`src/rtl/reg_temp_filter.sv`:
```
// reg_temp_filter: temperature sample register with circular history, moving average,
// min/max since clear, fill count and hysteresis over-temperature alarm.
module reg_temp_filter #(
    parameter int WIDTH = 8,
    parameter int DEPTH = 4,
    parameter int HYST  = 2
) (
    input  logic                     Clk_R,
    input  logic                     Enable_R,
    input  logic                     Load_R,
    input  logic                     Clear_R,
    input  logic [WIDTH-1:0]         DecoT,
    input  logic [WIDTH-1:0]         Thr_Hi,
    output logic [WIDTH-1:0]         Reg_Temp,
    output logic [WIDTH-1:0]         Avg_Temp,
    output logic [WIDTH-1:0]         Max_Temp,
    output logic [WIDTH-1:0]         Min_Temp,
    output logic [$clog2(DEPTH):0]   Count,
    output logic                     Valid,
    output logic                     Alarm
);
    localparam int LG = $clog2(DEPTH);
    localparam int SW = WIDTH + LG;

    logic [WIDTH-1:0] r_hist [DEPTH];
    logic [LG-1:0]    r_wp;
    logic [SW-1:0]    r_sum;
    logic             r_seen;

    // A simultaneous clear makes the sample land on an empty filter, so every base value folds to zero.
    logic [WIDTH-1:0] w_old, w_thr_lo;
    logic [LG-1:0]    w_wp;
    logic [SW-1:0]    w_sum;
    logic [LG:0]      w_cnt;
    logic             w_seen, w_alarm, w_next_alarm;

    assign w_old        = Clear_R ? '0 : r_hist[r_wp];
    assign w_wp         = Clear_R ? '0 : r_wp;
    assign w_sum        = Clear_R ? '0 : r_sum;
    assign w_cnt        = Clear_R ? '0 : Count;
    assign w_seen       = ~Clear_R & r_seen;
    assign w_alarm      = ~Clear_R & Alarm;
    assign w_thr_lo     = (Thr_Hi > WIDTH'(HYST)) ? Thr_Hi - WIDTH'(HYST) : '0;
    assign w_next_alarm = (DecoT >= Thr_Hi) | (w_alarm & ~(DecoT < w_thr_lo));

    assign Avg_Temp = WIDTH'(r_sum >> LG);
    assign Valid    = (Count == (LG+1)'(DEPTH));

    always_ff @(posedge Clk_R or negedge Enable_R) begin
        if (!Enable_R) begin
            for (int i = 0; i < DEPTH; i++) r_hist[i] <= '0;
            r_wp     <= '0;
            r_sum    <= '0;
            r_seen   <= 1'b0;
            Count    <= '0;
            Reg_Temp <= '0;
            Max_Temp <= '0;
            Min_Temp <= '0;
            Alarm    <= 1'b0;
        end else begin
            if (Clear_R) begin
                for (int i = 0; i < DEPTH; i++) r_hist[i] <= '0;
                r_wp     <= '0;
                r_sum    <= '0;
                r_seen   <= 1'b0;
                Count    <= '0;
                Reg_Temp <= '0;
                Max_Temp <= '0;
                Min_Temp <= '0;
                Alarm    <= 1'b0;
            end
            if (Load_R) begin
                r_hist[w_wp] <= DecoT;
                r_wp         <= w_wp + LG'(1);
                r_sum        <= w_sum + SW'(DecoT) - SW'(w_old);
                r_seen       <= 1'b1;
                Count        <= (w_cnt == (LG+1)'(DEPTH)) ? w_cnt : w_cnt + (LG+1)'(1);
                Reg_Temp     <= DecoT;
                Max_Temp     <= (!w_seen || DecoT > Max_Temp) ? DecoT : Max_Temp;
                Min_Temp     <= (!w_seen || DecoT < Min_Temp) ? DecoT : Min_Temp;
                Alarm        <= w_next_alarm;
            end
        end
    end
endmodule
```
`config.mk`:
```
export PLATFORM = sky130hd
export DESIGN_NAME = reg_temp_filter
export DESIGN_NICKNAME = d
export VERILOG_FILES = /design/src/rtl/reg_temp_filter.sv
export SDC_FILE = /design/constraint.sdc
export NUM_CORES = 1
export LEC_CHECK = 0
export ABC_AREA = 0
export CAP_MARGIN = 20
export CORE_AREA = 10 10 104 106
export DETAILED_ROUTE_END_ITERATION = 16
export DIE_AREA = 0 0 114 116
export PLACE_DENSITY = 0.79
export REMOVE_ABC_BUFFERS = 1
export SETUP_SLACK_MARGIN = 0.5
export SKIP_LAST_GASP = 1
export SLEW_MARGIN = 20
export SYNTH_ARGS = -nofsm -noshare
export SYNTH_HDL_FRONTEND = slang
export SYNTH_SLANG_ARGS = --single-unit
export TNS_END_PERCENT = 30
```
`constraint.sdc`:
```
create_clock -name Clk_R -period 4.47 [get_ports Clk_R]
set_input_delay 0.447 -clock Clk_R [delete_from_list [all_inputs] [get_ports Clk_R]]
set_output_delay 0.447 -clock Clk_R [all_outputs]
set_load 0.05 [all_outputs]
```
==> results of run 1 <==
[registers in the layout, indices dropped and copies added (netlist names)]
signal,count
Alarm,1
Count,3
Max_Temp,8
Min_Temp,8
Reg_Temp,8
r_hist,32
r_seen,1
r_sum,10
r_wp,2
[worst max-delay path, cell delays in order (launching register included)]
cell and delay [ns]:
dfrtp_1 0.70, mux4_2 0.56, nor2b_1 0.16, fa_1 0.53, inv_1 0.05, ha_1 0.35
a2111oi_0 0.61, a21boi_0 0.24, mux2i_1 0.19, o22ai_1 0.10
[power by group]
part           leakage [nW]  internal, mW  switching (mW)  total (mW)
registers             0.951         0.746          0.0701       0.816
clock network         0.137         0.446           0.273       0.718
logic                  1.57         0.402           0.625        1.03
total                  2.66          1.59           0.968        2.56
[worst paths after layout]
path / startpoint / to / slack, ns / depth (start not counted)
worst max-delay path: r_wp[0]$_DFF_PN0_ / r_sum[9]$_DFF_PN0_ / 0.85 / 9
max in group asynchronous: Enable_R / r_hist[11]$_DFF_PN0_ / 3.56 / 2
min in group Clk_R: Reg_Temp[4]$_DFFE_PN0P_ / Reg_Temp[4]$_DFFE_PN0P_ / 0.49 / 2
worst min-delay path: Enable_R / r_hist[16]$_DFF_PN0_ / 0.28 / 2
worst max register to register: r_wp[0]$_DFF_PN0_ / r_sum[9]$_DFF_PN0_ / 0.85 / 9
worst min register to register: Reg_Temp[4]$_DFFE_PN0P_ / Reg_Temp[4]$_DFFE_PN0P_ / 0.49 / 2
[Yosys cell counts (6+ instances only)]
cell type	count	area [um2]
dfrtp_1	73	1830
nor2b_1	13	81.3
buf_4	8	60.1
nand2_1	65	244
mux4_2	8	180
mux2i_1	6	60.1
nand2b_1	49	307
nor2_1	11	41.3
o21ai_0	55	275
inv_1	52	195
a22o_1	14	123
ha_1	47	588
fa_1	8	160
clkbuf_1	17	63.8
a21oi_1	23	115
[stage by stage]
step | instance area, um2 | power [mW] | instances | util, %
floorplan | 4720 | 1.53 | 491 | -
global placement | 5490 | 1.81 | 665 | 63.3
detailed placement | 5490 | 1.84 | 665 | 63.3
CTS | 5770 | 2.57 | 681 | 66.4
global route | 5770 | 2.71 | 681 | 66.4
finish | 5770 | 2.56 | 681 | 66.4
[cells in the final DEF (no fill, tap or decap), types with 13 or more instances in the layout]
cell and instances:
nor2b_1 13, dfrtp_1 73, a22o_1 14, o21ai_0 55, a21oi_1 23, inv_1 52, nand2b_1 49, nand2_1 65
ha_1 47, clkdlybuf4s50_1 55
[layout make-up]
class                           count  area (um2)
Clock inverter                      6         138
Tap cell                          108         135
Inverter                           52         195
Timing Repair Buffer               66         631
Multi-Input combinational cell    366        2700
Clock buffer                       10         138
Fill cell                         664        2910
Sequential cell                    73        1830
[cells by family (layout without fill, tap and decap cells)]
kind of cell | Yosys count | after routing | synth area share (%)
AO/OA/AOI/OAI | 121 | 121 | 15.2
XOR/XNOR | 9 | 9 | 1.62
adder cells (fa/ha/maj) | 55 | 55 | 15.4
buffers and inverters | 82 | 134 | 7.06
flip-flops | 73 | 73 | 37.5
multiplexers | 14 | 14 | 4.93
AND/OR/NAND/NOR | 167 | 167 | 18.3
[per-layer routing]
| layer | wire, um | vias to the layer above |
|---|---|---|
| met4 | 196 | 0 |
| li1 | - | 1859 |
| met1 | 4760 | 1920 |
| met5 | 0 | - |
| met3 | 793 | 18 |
| met2 | 6200 | 112 |
==> run metrics, run 1 <==
status=finished clean; Post-CTS Hold Buffers=0; asr flop ratio synth=100%; slew margin rel.=37.7%; Site Rows=34; Die Area=13200 um2; hpwl dp=8.20 mm; number of enable flip-flop cells after synthesis=0; area of the mapped netlist=4870 um2; met3 global-route usage=3.46%; Final Cycle Share=81.0%; CTS tree=yes; initial antenna violation count=0; Slew Viols, Final=0; Final Critical Period=3.62 ns; RSZ-0062 raised after global routing=false; area grow syn2layout=18.3%; setup TNS=0 ns; WP data required=4.69 ns; Leak=2.66 nW; I/O Buffers=56; routed vias=3909; Chip Height=116 um; Final Hold Viols=0; ys flop type=dfrtp_1; DRC=0; WL final=11.9 mm; clock latency on the worst-skew pair=0.35 ns; die width=114 um; antenna fix cells=0; first-pass GRT wire length=19.9 mm; share of layout cells above drive strength 1=7.85%; Setup Fix Bufs, Post-CTS=0; DR pass1 iterations=4; core area=8680 um2; Top Usage Layer GRT=met2; GRT overflow=0; Post-layout nets=643; syn_area_per_cell=9.35 um2; Root Driver=clkbuf_8; CTS Sinks=73; library cells used by synthesis=50; Peak VDD IR=0.202 mV; Num CTS Buffers=9; Setup CP Type=flip-flop to flip-flop; Synth Register Bits=73; Reg clk slew, reported paths=0.09 ns; gpl congestion=0.940; largest net degree at the start of global routing=74; Syn Inst Count=521; initial drt markers=265; worst slew pin tran=0.934 ns; final worst-path setup slack=0.847 ns; Max-Cap Viols=0; Final setup viols=0; Antenna Nets Post-Route=0; register area share after synthesis=37.5%; worst hold-check path type=input port to async pin; Initial Util=56.2%; gr usage total=18.5%; Worst Path Arrival=3.84 ns; Ys Warns=0; WL per Instance=17.5 um; Max Freq=0.276 GHz; M2 GR Usage=31.6%; H-tree lvl count=3; nature of the critical path startpoint=flip-flop; io pins=57; total power per unit cell area=444 nW/um2; CP max FO=9; worst slack at placement=0.858 ns; clk_skew=0.00761 ns; Worst Setup End Kind=flip-flop; DR vias/cell=5.74; met1 Track Usage GR=22.8%; clock buffer depth=2; vias in the first global route=4106; Hold WS=0.278 ns; Post-CTS Resized=0
Power figures use the tool's default switching activity.
==> inputs of run 2 (changes only) <==
--- a/config.mk
+++ b/config.mk
@@ -7,10 +7,10 @@
 export LEC_CHECK = 0
 export ABC_AREA = 0
 export CAP_MARGIN = 20
-export CORE_AREA = 10 10 104 106
+export CORE_AREA = 10 10 109 111
 export DETAILED_ROUTE_END_ITERATION = 16
-export DIE_AREA = 0 0 114 116
-export PLACE_DENSITY = 0.79
+export DIE_AREA = 0 0 119 121
+export PLACE_DENSITY = 0.75
 export REMOVE_ABC_BUFFERS = 1
 export SETUP_SLACK_MARGIN = 0.5
 export SKIP_LAST_GASP = 1
==> constraint.sdc (replaced) <==
create_clock -name Clk_R -period 3.2 [get_ports Clk_R]
set_input_delay 0.32 -clock Clk_R [delete_from_list [all_inputs] [get_ports Clk_R]]
set_output_delay 0.32 -clock Clk_R [all_outputs]
set_load 0.05 [all_outputs]
==> run metrics, run 2 (synthesis results as in run 1) <==
status=finished clean; H-tree lvl count=3; Final Critical Period=3.07 ns; fill count=770; overall power=3.94 mW; largest net degree at the start of global routing=72; Post-DP Area=5630 um2; CTS Sinks=73; Antenna Nets Post-Route=0; Worst Setup End Kind=flip-flop; gr usage total=17.6%; setup TNS=0 ns; vias in the first global route=4108; clk_skew=0.00798 ns; share of layout cells above drive strength 1=16.0%; Peak VDD IR=0.324 mV; DR vias/cell=5.62; Reg clk slew, reported paths=0.08 ns; Max-Cap Viols=0; nature of the critical path startpoint=flip-flop; hpwl dp=8.84 mm; Die Area=14400 um2; core area=9640 um2; Site Rows=36; Root Driver=clkbuf_8; clock latency on the worst-skew pair=0.36 ns; Final Hold Viols=0; Slowest-stage cell, CP=mux4_2; commonest non-fill, non-tap cells in the layout=71 x dfrtp_1, 64 x nand2_1, 55 x clkdlybuf4s50_1; RSZ-0062 raised after global routing=true; WL final=12.9 mm; biggest regs=r_hist (32), r_sum (10); Finished Cell Area=6210 um2; DR pass1 iterations=5; area grow syn2layout=27.3%; first-pass GRT wire length=20.6 mm; Worst R2R End=r_sum[8]$_DFF_PN0_; antenna fix cells=0; worst slew pin tran=0.998 ns; R2R Path Start=r_wp[0]$_DFF_PN0_; die width=119 um; start point of the critical path=r_wp[0]$_DFF_PN0_; routed vias=4084; Setup crit end=r_sum[8]$_DFF_PN0_; CTS tree=yes; Final Cycle Share=95.9%; reg2reg path depth=11; Setup CP Type=flip-flop to flip-flop; GRT overflow=0; total power per unit cell area=634 nW/um2; crit-path cells=mux4_2, nor2b_4, fa_1, inv_2, fa_2, a21oi_4, o211ai_1, a31oi_1, xnor2_1, nand2_1, o21ai_1; Post-layout nets=664; Chip Height=121 um; Initial Util=50.6%; Num CTS Buffers=9; R2R Setup Slk=0.13 ns; max FFs per register=32; WP data required=3.48 ns; WL per Instance=17.8 um; CP max FO=3; Max Freq=0.326 GHz; slowest stage delay, CP=0.53 ns; Non-Filler Instances=727; gpl congestion=0.867; slew margin rel.=33.3%; Slew Viols, Final=0; Leak=2.79 nW; Final setup viols=0; commonest non-fill, non-tap cell in the layout=dfrtp_1; initial drt markers=385; clock buffer depth=2; io pins=57; post-route core utilization=64.4%; I/O Buffers=56; DRC=0; initial antenna violation count=0; placed cells=699; Reg with most FFs=r_hist; worst hold-check path type=input port to async pin; Worst Path Arrival=3.35 ns
[run 2: worst min path at each step]
stage | startpoint | endpoint | slack [ns] | depth (start not counted)
CTS | Enable_R | r_hist[8]$_DFF_PN0_ | 0.29 | 2
global route | Enable_R | r_hist[8]$_DFF_PN0_ | 0.29 | 2
finish | Enable_R | r_hist[8]$_DFF_PN0_ | 0.30 | 2
floorplan | Enable_R | Alarm$_DFFE_PN0P_ | 0.02 | 0
global placement | Enable_R | r_hist[8]$_DFF_PN0_ | 0.13 | 1
detailed placement | Enable_R | r_hist[8]$_DFF_PN0_ | 0.13 | 1
[run 2: area by class of cell]
type	instances	area [um2]	area share [%]
Tap cell	133	166	2.68
Inverter	52	195	3.15
Timing Repair Buffer	87	840	13.5
Clock buffer	12	165	2.66
Multi-Input combinational cell	366	2910	46.9
Clock inverter	4	97.6	1.57
Sequential cell	73	1830	29.5
[run 2: critical path, delay by kind of cell, from the launching register on]
family,cells,cell delay (ns)
xor gates and xnor gates,1,0.16
adders and majority gates,2,0.91
DFF,1,0.42
buffers and inverters,1,0.06
and+or+nand+nor,2,0.21
AOI/OAI and AO/OA,4,0.71
muxes,1,0.53
[run 2: timing repair]
| item | in CTS | in global routing |
|---|---|---|
| pin swaps | 15 | 22 |
| setup buffers | 6 | 5 |
| hold endpoints to repair | 2 | 0 |
| cloned | 0 | 0 |
| hold buffers | 1 | 0 |
| resized for setup | 32 | 16 |
| endpoints found under the setup margin | 7 | 8 |
[run 2: per-stage QoR]
stage	hold WS [ns]	worst slack (ns)
detailed placement	0.131	-0.00368
floorplan	0.0244	0.0699
global placement	0.131	0.0468
CTS	0.287	0.181
finish	0.297	0.131
global route	0.294	0.00790
[run 2: where the power goes]
part / switching [mW] / internal (mW) / total (mW)
Combinational: 1.05 / 0.816 / 1.86
Sequential: 0.0895 / 1.04 / 1.13
Clock: 0.358 / 0.582 / 0.940
Total: 1.50 / 2.44 / 3.94
[run 2: layer usage]
metal  GRT usage [%]  routed length (um)  vias to the layer above
met5               0                   0                        -
met4            7.79                 379                        0
met3            3.30                 849                       40
met2            30.2                6450                      156
met1            21.1                5230                     1991
li1                -                   -                     1897
